===== config.mk =====
export PLATFORM = sky130hd
export DESIGN_NAME = bsg_wormhole_network_test_node_master
export DESIGN_NICKNAME = d
export VERILOG_FILES = /design/src/rtl/bsg_wormhole_network_test_node_master.sv
export SDC_FILE = /design/constraint.sdc
export NUM_CORES = 1
export LEC_CHECK = 0
export ABC_CLOCK_PERIOD_IN_PS = 2000
export CAP_MARGIN = 10
export CORE_UTILIZATION = 38
export CTS_BUF_LIST = sky130_fd_sc_hd__clkbuf_8
export CTS_CLUSTER_SIZE = 20
export DETAILED_ROUTE_END_ITERATION = 16
export GPL_TIMING_DRIVEN = 1
export PLACE_DENSITY_LB_ADDON = 0.08
export SYNTH_ARGS = -nofsm -noshare
export SYNTH_HDL_FRONTEND = slang
export SYNTH_SLANG_ARGS = --single-unit

===== constraint.sdc =====
create_clock -name clk_i -period 2 [get_ports clk_i]
set_input_delay 0.4 -clock clk_i [delete_from_list [all_inputs] [get_ports clk_i]]
set_output_delay 0.4 -clock clk_i [all_outputs]
set_load 0.1 [all_outputs]

===== src/rtl/bsg_wormhole_network_test_node_master.sv =====
// Wormhole loopback test initiator.
// Injects num_packets_p packets (header + len body flits) toward a loopback
// client and checks the echoed flits in order. The client rewrites the cord
// field of every returned flit to my_cord_i, so returned flits are compared
// against the expected flit with its cord field replaced by my_cord_i.
// Link layout (MSB first): {v, data[flit_width_p], ready_and_rev}.
// Flit layout (LSB first): cord, len, data.
module bsg_wormhole_network_test_node_master #(
    parameter int flit_width_p  = 32,
    parameter int cord_width_p  = 4,
    parameter int len_width_p   = 4,
    parameter int num_packets_p = 16,
    parameter int max_len_p     = 3
) (
    input  logic                                 clk_i,
    input  logic                                 reset_n_i,
    input  logic                                 en_i,
    input  logic [cord_width_p-1:0]              dest_cord_i,
    input  logic [cord_width_p-1:0]              my_cord_i,
    input  logic [flit_width_p+1:0]              link_i,
    output logic [flit_width_p+1:0]              link_o,
    output logic [$clog2(num_packets_p+1)-1:0]   sent_count_o,
    output logic [$clog2(num_packets_p+1)-1:0]   recv_count_o,
    output logic                                 error_o,
    output logic                                 done_o
);

    localparam int count_w_lp = $clog2(num_packets_p + 1);
    localparam int data_w_lp  = flit_width_p - cord_width_p - len_width_p;
    localparam int len_mod_lp = max_len_p + 1;

    typedef logic [count_w_lp-1:0]   count_t;
    typedef logic [len_width_p-1:0]  len_t;
    typedef logic [data_w_lp-1:0]    data_t;
    typedef logic [flit_width_p-1:0] flit_t;

    typedef enum logic [1:0] {TX_IDLE, TX_HDR, TX_BODY, TX_DONE} tx_state_e;
    typedef enum logic       {RX_HDR, RX_BODY}                   rx_state_e;

    // Body length of packet k cycles through 0..max_len_p.
    function automatic len_t pkt_len(input count_t k);
        return len_t'(32'(k) % 32'(len_mod_lp));
    endfunction

    // Header flit of packet k addressed to cord.
    function automatic flit_t header_flit(input count_t k, input logic [cord_width_p-1:0] cord);
        flit_t f;
        f = '0;
        f[cord_width_p-1:0]                      = cord;
        f[cord_width_p +: len_width_p]           = pkt_len(k);
        f[cord_width_p+len_width_p +: data_w_lp] = data_t'(k);
        return f;
    endfunction

    // Body flit j of packet k: the whole flit is (k << 8) | j.
    function automatic flit_t body_flit(input count_t k, input len_t j);
        return flit_t'((32'(k) << 8) | 32'(j));
    endfunction

    // ---------------------------------------------------------------------
    // TX side
    // ---------------------------------------------------------------------
    tx_state_e tx_state_r, tx_state_n;
    count_t    tx_pkt_r, tx_pkt_n;
    len_t      tx_idx_r, tx_idx_n;
    len_t      tx_len;
    logic      tx_v;
    flit_t     tx_data;
    logic      tx_hs;
    logic      tx_tail;

    assign tx_len = pkt_len(tx_pkt_r);
    assign tx_v   = (tx_state_r == TX_HDR) || (tx_state_r == TX_BODY);
    assign tx_hs  = tx_v && link_i[0];

    // Outgoing flit is a pure function of state and counters, so it is stable until accepted.
    always_comb begin
        tx_data = (tx_state_r == TX_HDR) ? header_flit(tx_pkt_r, dest_cord_i)
                                         : body_flit(tx_pkt_r, tx_idx_r);
    end

    // TX next-state logic: header, then body flits, then one idle cycle before the next packet.
    always_comb begin
        // NOTE: every output of this block gets a default first, so no path can infer a latch.
        tx_state_n = tx_state_r;
        tx_pkt_n   = tx_pkt_r;
        tx_idx_n   = tx_idx_r;
        tx_tail    = 1'b0;
        case (tx_state_r)
            TX_IDLE: begin
                if (en_i && (tx_pkt_r < count_t'(num_packets_p))) begin
                    tx_state_n = TX_HDR;
                end
            end
            TX_HDR: begin
                if (tx_hs) begin
                    if (tx_len != '0) begin
                        tx_state_n = TX_BODY;
                        tx_idx_n   = len_t'(1);
                    end else begin
                        tx_tail = 1'b1;
                    end
                end
            end
            TX_BODY: begin
                if (tx_hs) begin
                    if (tx_idx_r == tx_len) begin
                        tx_tail = 1'b1;
                    end else begin
                        tx_idx_n = tx_idx_r + len_t'(1);
                    end
                end
            end
            TX_DONE: begin
                tx_state_n = TX_DONE;
            end
            default: begin
                tx_state_n = TX_IDLE;
            end
        endcase
        if (tx_tail) begin
            tx_pkt_n   = (tx_pkt_r == count_t'(num_packets_p)) ? tx_pkt_r : tx_pkt_r + count_t'(1);
            tx_state_n = (tx_pkt_r == count_t'(num_packets_p - 1)) ? TX_DONE : TX_IDLE;
        end
    end

    // TX state register.
    always_ff @(posedge clk_i or negedge reset_n_i) begin
        // NOTE: sequential state uses non-blocking assignments so every flop samples pre-edge values.
        if (!reset_n_i) begin
            tx_state_r <= TX_IDLE;
            tx_pkt_r   <= '0;
            tx_idx_r   <= '0;
        end else begin
            tx_state_r <= tx_state_n;
            tx_pkt_r   <= tx_pkt_n;
            tx_idx_r   <= tx_idx_n;
        end
    end

    // ---------------------------------------------------------------------
    // RX side
    // ---------------------------------------------------------------------
    rx_state_e rx_state_r, rx_state_n;
    count_t    rx_pkt_r, rx_pkt_n;
    len_t      rx_idx_r, rx_idx_n;
    logic      error_r, error_n;
    logic      ready_r;
    logic      rx_v;
    flit_t     rx_flit;
    len_t      rx_exp_len;
    logic      rx_done;
    flit_t     rx_exp_flit;
    logic      rx_mismatch;
    logic      rx_tail;

    assign rx_v       = link_i[flit_width_p+1];
    assign rx_flit    = link_i[flit_width_p:1];
    assign rx_exp_len = pkt_len(rx_pkt_r);
    assign rx_done    = (rx_pkt_r == count_t'(num_packets_p));

    // Expected returned flit; the client always rewrites the cord field to our own coordinate.
    always_comb begin
        rx_exp_flit = header_flit(rx_pkt_r, my_cord_i);
        if (rx_state_r == RX_BODY) begin
            rx_exp_flit                     = body_flit(rx_pkt_r, rx_idx_r);
            rx_exp_flit[cord_width_p-1:0]   = my_cord_i;
        end
    end

    // RX next-state logic: expected length comes from the packet id, never from the flit.
    always_comb begin
        rx_state_n  = rx_state_r;
        rx_pkt_n    = rx_pkt_r;
        rx_idx_n    = rx_idx_r;
        rx_mismatch = 1'b0;
        rx_tail     = 1'b0;
        if (rx_v) begin
            case (rx_state_r)
                RX_HDR: begin
                    if (rx_done) begin
                        rx_mismatch = 1'b1;
                    end else begin
                        rx_mismatch = (rx_flit != rx_exp_flit);
                        if (rx_exp_len == '0) begin
                            rx_tail = 1'b1;
                        end else begin
                            rx_state_n = RX_BODY;
                            rx_idx_n   = len_t'(1);
                        end
                    end
                end
                RX_BODY: begin
                    rx_mismatch = (rx_flit != rx_exp_flit);
                    if (rx_idx_r == rx_exp_len) begin
                        rx_tail = 1'b1;
                    end else begin
                        rx_idx_n = rx_idx_r + len_t'(1);
                    end
                end
                default: begin
                    rx_state_n = RX_HDR;
                end
            endcase
        end
        if (rx_tail) begin
            rx_state_n = RX_HDR;
            rx_pkt_n   = rx_done ? rx_pkt_r : rx_pkt_r + count_t'(1);
        end
        error_n = error_r | rx_mismatch;
    end

    // RX state register, sticky error flag, and always-ready flop released after reset.
    always_ff @(posedge clk_i or negedge reset_n_i) begin
        if (!reset_n_i) begin
            rx_state_r <= RX_HDR;
            rx_pkt_r   <= '0;
            rx_idx_r   <= '0;
            error_r    <= 1'b0;
            ready_r    <= 1'b0;
        end else begin
            rx_state_r <= rx_state_n;
            rx_pkt_r   <= rx_pkt_n;
            rx_idx_r   <= rx_idx_n;
            error_r    <= error_n;
            ready_r    <= 1'b1;
        end
    end

    // ---------------------------------------------------------------------
    // Outputs
    // ---------------------------------------------------------------------
    assign link_o       = {tx_v, tx_data, ready_r};
    assign sent_count_o = tx_pkt_r;
    assign recv_count_o = rx_pkt_r;
    assign error_o      = error_r;
    assign done_o       = rx_done;

endmodule


==> summary.txt <==
Place
  – Pre-CTS WS: 0.112 ns
  – GPL Wtd Cong: 0.858
  – Placed insts: 343
  – Port bufs: 69
  – DP Wirelength: 3720 um
  – Placed cell area: 2940 um2

Layout
  – Nets: 344
  – Layout Cells excl Fill: 354
  – Final Instance Area: 3050 um2
  – Share of layout cells above drive strength 1: 31.0%
  – Layout area overhead: 63.3%
  – Ant diodes: 0
  – Final Util: 64.7%

Die
  – Die Span Y: 72.2 um
  – Starting density of the core: 39.6%
  – Die area: 5210 um2
  – Die Wd: 72.2 um
  – Core box area: 4720 um2
  – Rows: 25
  – Total I/O pin count: 91

Synthesis
  – EDFF count, synth: 0
  – Post-synth top area cell: dfrtp_1
  – FFs w/ async S/R, synth: 100%
  – Synth top area cells: dfrtp_1 31%, buf_4 11%, ha_1 7.4%
  – Mapped Area: 1870 um2
  – Cells after Synth: 196
  – Top cells by instance count after synthesis: 28 x buf_4, 23 x dfrtp_1, 14 x inv_1
  – Post-Syn Area per Cell: 9.54 um2
  – Synth Register Bits: 23
  – Most common cell in the synthesized netlist: buf_4
  – Syn. warnings: 0
  – Most used DFF post-synth: dfrtp_1
  – Synth unique cells: 46
  – Synth top area share: 30.8%
  – Post-synthesis sequential area ratio: 30.8%

Timing
  – Hold Fails Final Rpt: 0
  – Worst Skew: 0.00258 ns
  – Hold WS: 0.483 ns
  – Peak Freq: 0.476 GHz
  – Fin crit period: 2.10 ns
  – Period Utilization, post-route: 105%
  – Unrepaired setup endpoints after global routing: true
  – Finish-stage setup viols: 1
  – Setup TNS after final layout: -0.0999 ns
  – Max Slew Vio Count: 0
  – Final WS setup: -0.0999 ns

CTS
  – CTS Buffer Depth: 2
  – Clk root buf: clkbuf_8
  – CTS Buf Count: 3
  – CTS tree: done
  – CTS Sinks: 23
  – Worst-path clk slew: 0.09 ns
  – Htree depth: 1
  – Clock latency on the worst-skew pair: 0.26 ns

Critical path
  – Reg-to-Reg Start: recv_count_o[0]
  – Reg2reg path depth: 8
  – Crit. End Element: output port
  – Critical path required time: 1.60 ns
  – Startpoint Class: flip-flop
  – Worst Setup SP: recv_count_o[0]
  – FF-to-FF End: recv_count_o[1]
  – Kind of critical path: reg -> out
  – Crit path DAT: 1.70 ns
  – FF-to-FF setup slack: 0.06 ns
  – Critical path fanouts, max: 2

Power and ir drop
  – Pleak: 1.28 nW
  – Total Power: 2.15 mW
  – Peak supply drop: 0.599 mV
  – Power Density: 703 nW/um2

Status
  – Outcome: finished, violations left
  – Violated checks: negative setup slack

Global routing
  – Initial antenna violation count: 0
  – Largest net degree at the start of global routing: 24
  – Gr usage total: 18.0%
  – Global-route wire length before repair: 7440 um
  – GR Overflow Total: 0
  – Vias in the first global route: 1,703

Routing
  – Vias: 1,709
  – DRC: 0
  – Post-Route WL: 4690 um
  – Vias per cell: 4.83
  – DRT iter0 DRCs: 56
  – First-pass iteration count of the detailed router: 4
  – Post-route ant nets: 0
  – Wire per inst: 13.3 um

Hold path
  – Hold/Removal Path Class: in -> async

Flow run
  – Max_cap viols: 0
logic make-up after synthesis:
logic type | Yosys count | synth area share, %
AOI/OAI and AO/OA | 35 | 15.7
xor gates and xnor gates | 18 | 8.43
adders and majority gates | 11 | 7.36
buffers and inverters | 44 | 14.4
DFF | 23 | 30.8
muxes | 6 | 3.81
other | 2 | 0.401
and+or+nand+nor | 57 | 19.1
state kept, by name, summed over array words and instances, names as in the netlist:
register,count
error_o,1
ready_r,1
recv_count_o,5
rx_idx_r,4
rx_state_r,1
sent_count_o,5
tx_idx_r,4
tx_state_r,2
repair_timing:
action | 4_1_cts | 5_1_grt
resized for setup | 2 | 2
hold buffers | 0 | 0
setup endpoints to repair | 4 | 4
pin swaps | 1 | 1
hold endpoints to repair | 0 | 0
buffers inserted | 4 | 3
power by group:
group | internal (mW) | switching [mW] | total [mW]
registers | 0.547 | 0.0751 | 0.622
clock network | 0.139 | 0.157 | 0.296
logic | 0.512 | 0.718 | 1.23
metal layers:
| metal | vias up | share of wire, % | wire (um) | global-route usage, % |
|---|---|---|---|---|
| met2 | 76 | 47 | 2230 | 31.8 |
| li1 | 837 | - | - | - |
| met1 | 792 | 43 | 2030 | 22.7 |
| met5 | - | 0 | 0 | 0 |
| met3 | 4 | 8.4 | 394 | 3.06 |
| met4 | 0 | 0.90 | 42 | 4.79 |
final cells by class:
type / count / area [um2]
clock buffer: 3 / 41.3
fill: 384 / 1670
tap: 67 / 83.8
inverter: 14 / 61.3
sequential: 23 / 594
clock inverter: 1 / 5.00
multi-input combinational: 149 / 1150
timing repair buffer: 97 / 1110
cells in the final DEF, fill, tap and decap left out, drive strengths merged, types with 2 or more instances in the layout:
cell / netlist / layout
buf: 28 / 53
clkdlybuf4s50: 0 / 44
dfrtp: 23 / 23
conb: 2 / 22
xnor2: 13 / 13
inv: 14 / 13
ha: 11 / 11
o21ai: 9 / 9
nand4: 7 / 7
nand3: 7 / 7
nor2: 6 / 6
mux2: 6 / 6
nand2: 5 / 5
a21oi: 5 / 5
xor2: 5 / 5
nor4: 5 / 5
nand2b: 4 / 4
o211ai: 4 / 4
and2: 4 / 4
nor3b: 4 / 4
nand4b: 3 / 3
clkbuf: 2 / 3
nor3: 3 / 3
and3: 2 / 2
a41oi: 2 / 2
nor2b: 2 / 2
a221o: 2 / 2
nand3b: 2 / 2
a32o: 2 / 2
a31oi: 2 / 2
how the worst max path moves through the flow:
stage / cells after the start / to / slack, ns
2_1_floorplan: 6 / recv_count_o[1] / -0.28
3_3_place_gp: 5 / done_o / 0.14
3_5_place_dp: 5 / error_o / 0.11
4_1_cts: 5 / done_o / -0.1
5_1_grt: 5 / done_o / -0.15
6_report: 5 / done_o / -0.1
worst max-delay path, cell delays in order, from the launching register on:
cell	delay (ns)
dfrtp_4	0.50
inv_4	0.07
ha_4	0.11
or4bb_4	0.47
clkinvlp_4	0.12
buf_12	0.17
(Power assumes the default switching activity.)
